===== src/rtl/npu_sequencer.sv =====
// Dot-product sequencer: fetches N_ELEM weights and inputs over an I2C command port, then MACs, saturates and writes back a 16-bit result.
// Latency: one command per 2+ cycles plus target delays, N_ELEM MAC cycles, two store writes. Optional ReLU via NPU_SEQ_RELU_EN.
// Backpressure: cmd_valid and its fields are held until cmd_ready; only one command is outstanding until rsp_valid.
module npu_sequencer #(
    parameter int         N_ELEM   = 4,
    parameter logic [6:0] DEV_ADDR = 7'h50
) (
    input  logic        clock,
    input  logic        reset,
    input  logic        start,
    input  logic        stop,
    output logic        cmd_valid,
    input  logic        cmd_ready,
    output logic        cmd_rw,
    output logic [6:0]  cmd_dev,
    output logic [7:0]  cmd_reg,
    output logic [7:0]  cmd_wdata,
    input  logic        rsp_valid,
    input  logic [7:0]  rsp_rdata,
    input  logic        rsp_nack,
    output logic [15:0] result,
    output logic        busy,
    output logic        done,
    output logic        error
);

    typedef enum logic [2:0] {
        IDLE, LOAD_W, LOAD_X, MAC, STORE_H, STORE_L, DONE, ERROR
    } state_t;

    localparam logic [3:0] LAST = 4'(N_ELEM - 1);

    state_t             state, state_n;
    logic               vld_q, pend_q, abort_q;
    logic [3:0]         idx;
    logic signed [19:0] acc, acc_next;
    logic signed [15:0] prod;
    logic signed [7:0]  w [16];
    logic signed [7:0]  x [16];
    logic [15:0]        sat_val, fin_val;
    logic               cmd_state, accept, rsp_take, kill, last, start_run;

    assign cmd_state = (state == LOAD_W) || (state == LOAD_X) || (state == STORE_H) || (state == STORE_L);
    assign accept    = vld_q && cmd_ready;
    assign rsp_take  = rsp_valid && pend_q;
    assign kill      = stop || abort_q;
    assign last      = (idx == LAST);
    assign start_run = ((state == IDLE) || (state == DONE) || (state == ERROR)) && start && !stop;

    assign prod     = 16'(w[idx]) * 16'(x[idx]);
    assign acc_next = acc + 20'(prod);

    always_comb begin
        sat_val = acc_next[15:0];
        if (acc_next > 20'sd32767)
            sat_val = 16'h7FFF;
        else if (acc_next < -20'sd32768)
            sat_val = 16'h8000;
`ifdef NPU_SEQ_RELU_EN
        fin_val = sat_val[15] ? 16'h0000 : sat_val;
`else
        fin_val = sat_val;
`endif
    end

    always_ff @(posedge clock) begin
        if (reset) begin
            state <= IDLE;
            busy  <= 1'b0;
            done  <= 1'b0;
            error <= 1'b0;
        end else begin
            state <= state_n;
            busy  <= (state_n == LOAD_W) || (state_n == LOAD_X) || (state_n == MAC) ||
                     (state_n == STORE_H) || (state_n == STORE_L);
            done  <= (state_n == DONE);
            error <= (state_n == ERROR);
        end
    end

    always_comb begin
        state_n   = state;
        cmd_valid = vld_q && !reset;
        cmd_dev   = reset ? 7'h00 : DEV_ADDR;
        cmd_rw    = 1'b0;
        cmd_reg   = 8'h00;
        cmd_wdata = 8'h00;
        case (state)
            IDLE, DONE, ERROR: if (start && !stop) state_n = LOAD_W;
            LOAD_W, LOAD_X, STORE_H, STORE_L: begin
                if (rsp_take) begin
                    // A pending abort outranks a NACK on the same response.
                    if (kill)
                        state_n = IDLE;
                    else if (rsp_nack)
                        state_n = ERROR;
                    else if (state == LOAD_W)
                        state_n = last ? LOAD_X : LOAD_W;
                    else if (state == LOAD_X)
                        state_n = last ? MAC : LOAD_X;
                    else if (state == STORE_H)
                        state_n = STORE_L;
                    else
                        state_n = DONE;
                end else if (stop && !pend_q && !accept) begin
                    state_n = IDLE;
                end
            end
            MAC: begin
                if (stop)
                    state_n = IDLE;
                else if (last)
                    state_n = STORE_H;
            end
            default: state_n = IDLE;
        endcase
        if (!reset) begin
            case (state)
                LOAD_W:  begin cmd_rw = 1'b1; cmd_reg = {4'h0, idx}; end
                LOAD_X:  begin cmd_rw = 1'b1; cmd_reg = {4'h1, idx}; end
                STORE_H: begin cmd_reg = 8'h20; cmd_wdata = result[15:8]; end
                STORE_L: begin cmd_reg = 8'h21; cmd_wdata = result[7:0]; end
                default: ;
            endcase
        end
    end

    always_ff @(posedge clock) begin
        if (reset) begin
            vld_q   <= 1'b0;
            pend_q  <= 1'b0;
            abort_q <= 1'b0;
            idx     <= '0;
            acc     <= '0;
            result  <= '0;
            for (int i = 0; i < 16; i++) begin
                w[i] <= '0;
                x[i] <= '0;
            end
        end else begin
            if (start_run) begin
                vld_q   <= 1'b0;
                pend_q  <= 1'b0;
                abort_q <= 1'b0;
                idx     <= '0;
                acc     <= '0;
            end
            if (cmd_state) begin
                if (accept) begin
                    vld_q  <= 1'b0;
                    pend_q <= 1'b1;
                end else if (stop) begin
                    vld_q <= 1'b0;
                end else if (!vld_q && !pend_q && !abort_q) begin
                    vld_q <= 1'b1;
                end
                // Stop with a command in flight is remembered until its response returns.
                if (stop && (pend_q || accept))
                    abort_q <= 1'b1;
                if (rsp_take) begin
                    pend_q  <= 1'b0;
                    abort_q <= 1'b0;
                    if (!kill && !rsp_nack) begin
                        if (state == LOAD_W) w[idx] <= rsp_rdata;
                        if (state == LOAD_X) x[idx] <= rsp_rdata;
                        idx <= last ? 4'd0 : idx + 4'd1;
                    end
                end
            end
            if (state == MAC && !stop) begin
                acc <= acc_next;
                idx <= last ? 4'd0 : idx + 4'd1;
                if (last)
                    result <= fin_val;
            end
        end
    end

endmodule


===== config.mk =====
export PLATFORM = sky130hd
export DESIGN_NAME = npu_sequencer
export DESIGN_NICKNAME = d
export VERILOG_FILES = /design/src/rtl/npu_sequencer.sv
export SDC_FILE = /design/constraint.sdc
export NUM_CORES = 1
export LEC_CHECK = 0
export CELL_PAD_IN_SITES_DETAIL_PLACEMENT = 0
export CELL_PAD_IN_SITES_GLOBAL_PLACEMENT = 1
export CORE_AREA = 10 10 223 225
export CTS_CLUSTER_SIZE = 8
export DETAILED_ROUTE_END_ITERATION = 7
export DIE_AREA = 0 0 233 235
export DONT_BUFFER_PORTS = 1
export GPL_TIMING_DRIVEN = 0
export MAX_ROUTING_LAYER = met4
export PLACE_DENSITY = 0.72
export SYNTH_ARGS = -nofsm -noshare
export SYNTH_HDL_FRONTEND = slang
export SYNTH_SLANG_ARGS = --single-unit

===== constraint.sdc =====
create_clock -name clock -period 8.3 [get_ports clock]
set_input_delay 0.83 -clock clock [delete_from_list [all_inputs] [get_ports clock]]
set_output_delay 0.83 -clock clock [all_outputs]
set_load 0.03 [all_outputs]

==> flow_metrics.env <==
export IMPL_fp_row_count=78
export IMPL_critical_path_cell_chain="clkbuf_2 > clkbuf_4 > clkbuf_4 > mux4_2 > mux4_2 > and2_1 > fa_1 > inv_1 > fa_1 > inv_1 > fa_1 > fa_1 > fa_1 > ha_1 > o211ai_1 > a211oi_2 > a211oi_1 > o21ai_0 > xnor2_1 > nand2_1 > o21ai_4 > buf_6 > a21oi_2"
export IMPL_reg2reg_to="result[8]"
export IMPL_critPathMaxStageDelay_ns=0.65
export IMPL_crit_arrival_ns=8.30
export IMPL_grt_start_max_net_pins=15
export IMPL_globalplace_congestion=0.858
export IMPL_status="finished clean"
export IMPL_hpwl_detailed_um=35700
export IMPL_number_of_setup_violations_in_the_final_report=0
export IMPL_totalNegativeSetupSlack_ns=0
export IMPL_floorplan_die_height_um=235
export IMPL_power_frac_clock_pct=43.3
export IMPL_vdd_ir_drop_max_v=0.000136
export IMPL_die_area_mm2=0.0548
export IMPL_synth_edff_count=256
export IMPL_portBuffers=0
export IMPL_skew_ns=0.0432
export IMPL_seq_area_frac_synth_pct=48.5
export IMPL_final_cells=2102
export IMPL_groute_usage_overall_pct=17.8
export IMPL_startpoint_type="flip-flop"
export IMPL_drc=0
export IMPL_worstHoldPathCells=2
export IMPL_placement_cell_area_mm2=0.0186
export IMPL_net_switching_uw=1040
export IMPL_top_level_ports=59
export IMPL_rsz0062_at_grt="false"
export IMPL_number_of_nets_in_the_final_layout=1640
export IMPL_fmax_mhz=127
export IMPL_netlist_instances=1432
export IMPL_power_share_switching_pct=26.2
export IMPL_final_hold_violation_count=0
export IMPL_globalRoute_totalOverflow=0
export IMPL_route_final_wire_length_um=47100
export IMPL_clkTransAtPathRegs_ns=0.06
export IMPL_signed_area_change_from_the_synthesized_netlist_to_the_final_layout_pct=11.9
export IMPL_clock_root_buffer="sky130_fd_sc_hd__clkbuf_16"
export IMPL_clock_sink_count=305
export IMPL_cts_bufs_inserted=45
export IMPL_critical_path_most_common_cell="sky130_fd_sc_hd__fa_1"
export IMPL_detail_route_iter0_violations=994
export IMPL_origin_of_the_critical_flop_to_flop_path="idx[0]"
export IMPL_core_region_area_mm2=0.0451
export IMPL_synth_async_sr_flop_share_pct=0
export IMPL_crit_path_top_delay_cell="sky130_fd_sc_hd__mux4_2"
export IMPL_synth_area_per_cell_um2=12.5
export IMPL_fp_dieW_um=233
export IMPL_yosys_register_bits=305
export IMPL_tritoncts="done"
export IMPL_ys_dominant_reg_cell="sky130_fd_sc_hd__edfxtp_1"
export IMPL_holdCritStartpoint="acc[4]"
export IMPL_number_of_global_route_vias_before_repair=11600
export IMPL_fin_crit_sh_pct=94.9
export IMPL_initial_standard_cell_utilization_of_the_core_pct=39.6
export IMPL_hold_end="acc[4]"
export IMPL_category_of_the_worst_setup_path_capture_point="flip-flop"
export IMPL_antenna_cells_inserted=0
export IMPL_design_area_mm2=0.0200
export IMPL_initial_antenna_violation_count=2
export IMPL_drt_pass1_iterations=5
export IMPL_power_density_cell_area_mw_per_mm2=200
export IMPL_count_of_different_cell_masters_after_synthesis=62
export IMPL_fraction_of_final_layout_cells_sized_beyond_drive_strength_1_pct=13.6
export IMPL_worst_case_clock_buffer_depth=3
export IMPL_drv_max_cap_violation_count=0
export IMPL_top_fanout_value_on_the_critical_path=10
export IMPL_grt_pass1_wl_um=72300
export IMPL_fin_crit_ns=7.88
export IMPL_final_util_pct=44.3
export IMPL_critical_path_required_ns=8.73
export IMPL_setup_reg_to_reg_worst_slack_ns=0.42
export IMPL_count_of_warnings_emitted_by_yosys=0
export IMPL_pwr_share_seq_pct=42.9
export IMPL_antenna_left=0
export IMPL_min_path_type="reg2reg"
export IMPL_crit_type="reg2reg"
export IMPL_timing_final_max_slew_violations=0
export IMPL_ff2ff_path_depth=23
export IMPL_cts_hold_buffers=0
export IMPL_power_combinational_fraction_pct=13.8
export IMPL_routed_via_count=11200
export IMPL_post_drt_wl_per_cell_um=22.4
export IMPL_placed_cells_incl_taps=2039
export IMPL_timing_slew_headroom_pct=4.51
export IMPL_avg_vias_per_cell=5.34
export IMPL_power_internal_uw=2950
export IMPL_worst_pin_slew_ns=1.42
export IMPL_power_static_leakage_uw=0.00763
export IMPL_clk_latency_ns=0.58
export IMPL_cts_max_level=2
export IMPL_netlist_area_mm2=0.0179
## worst max path at each step
stage                     slack, ns         end  startpoint  cells past startpoint
after global routing           0.04  result[12]      idx[0]                     23
after CTS                      0.04   result[8]      idx[0]                     23
after global placement         0.12   result[7]      idx[0]                     22
after floorplan                1.22  result[10]      idx[0]                     22
after detailed placement       0.07  result[10]      idx[0]                     23
final                          0.42   result[8]      idx[0]                     23
## worst max-delay path: cells and delay by family, from the launching register on
kind            cells  cell delay (ns)
xor+xnor            1             0.38
mux                 2             1.25
fa+ha+maj           6             2.82
buf+inv             6             1.28
flops               1             0.36
simple gates        2             0.40
compound gates      6             1.21
## cells in the mapped netlist (all sizes together), types with 7 or more instances
library cell  instances  area [um^2]
and2                276         1730
edfxtp              256         7690
inv                 110          413
fa                   88         1760
mux4                 79         1780
nand2                76          318
nor2                 69          272
clkbuf               60          226
o21ai                59          310
a21oi                55          313
ha                   50          626
dfxtp                49          981
buf                  30          175
nand3                26          130
and3                 18          113
xnor2                16          140
nor3                 14         70.1
mux2i                 9         90.1
nand2b                9         56.3
nor2b                 8         50.1
a21o                  7         53.8
## area by class of cell
class,instances,area [um^2]
inverters,110,413
plain buffers,90,414
flip-flops and latches,305,8670
clock inverters,5,115
fillers,4187,25100
clock buffers,57,1200
well taps,600,751
multi-input cells,933,8400
repair buffers,2,10.0
## metrics by stage
step | power, uW | hold WS (ns) | setup WS (ns)
floorplan | 2150 | 0.448 | 1.22
global placement | 2280 | 0.462 | 0.121
detailed placement | 2290 | 0.462 | 0.0679
CTS | 4020 | 0.444 | 0.0396
global route | 4140 | 0.448 | 0.0396
finish | 3990 | 0.467 | 0.423
## flip-flops by register name (all words and copies together) (netlist names)
signal	flops
abort_q	1
acc	20
busy	1
done	1
error	1
idx	4
pend_q	1
result	16
state	3
vld_q	1
w	128
x	128
## cells in the final DEF (no fill, tap or decap), drive strengths merged, types with 55 or more instances in the layout
cell    instances
mux4           79
inv           111
nand2          76
a21oi          55
clkbuf        122
fa             88
edfxtp        256
and2          276
nor2           69
o21ai          59
## power by group through the flow
stage               logic, uW  clock network, uW  registers [uW]
floorplan                 413                  0            1740
global placement          545                  0            1740
detailed placement        548                  0            1740
CTS                       552               1750            1710
global route              611               1810            1720
finish                    549               1730            1710
## metal layers
layer	up-vias	global-route usage, %	routed length [um]
li1	5102	-	-
met5	-	-	0
met4	0	4.87	1160
met1	5700	23.1	19800
met3	76	3.12	3280
met2	341	28.2	22800
## repair_timing
action	CTS	global route
resized for setup	0	9
endpoints found under the setup margin	0	16
buffers inserted	0	0
hold endpoints to repair	0	0
## logic make-up (layout without fill, tap and decap cells)
logic type	Yosys count	after routing	share of synthesized area, %
xor gates and xnor gates	21	21	1.03
buffers and inverters	200	264	4.56
and+or+nand+nor	516	516	16.1
AOI/OAI and AO/OA	160	160	5.71
DFF	305	305	48.5
muxes	91	91	10.7
other	1	7	0.0210
adders and majority gates	138	138	13.4
Power figures use the tool's default switching activity.
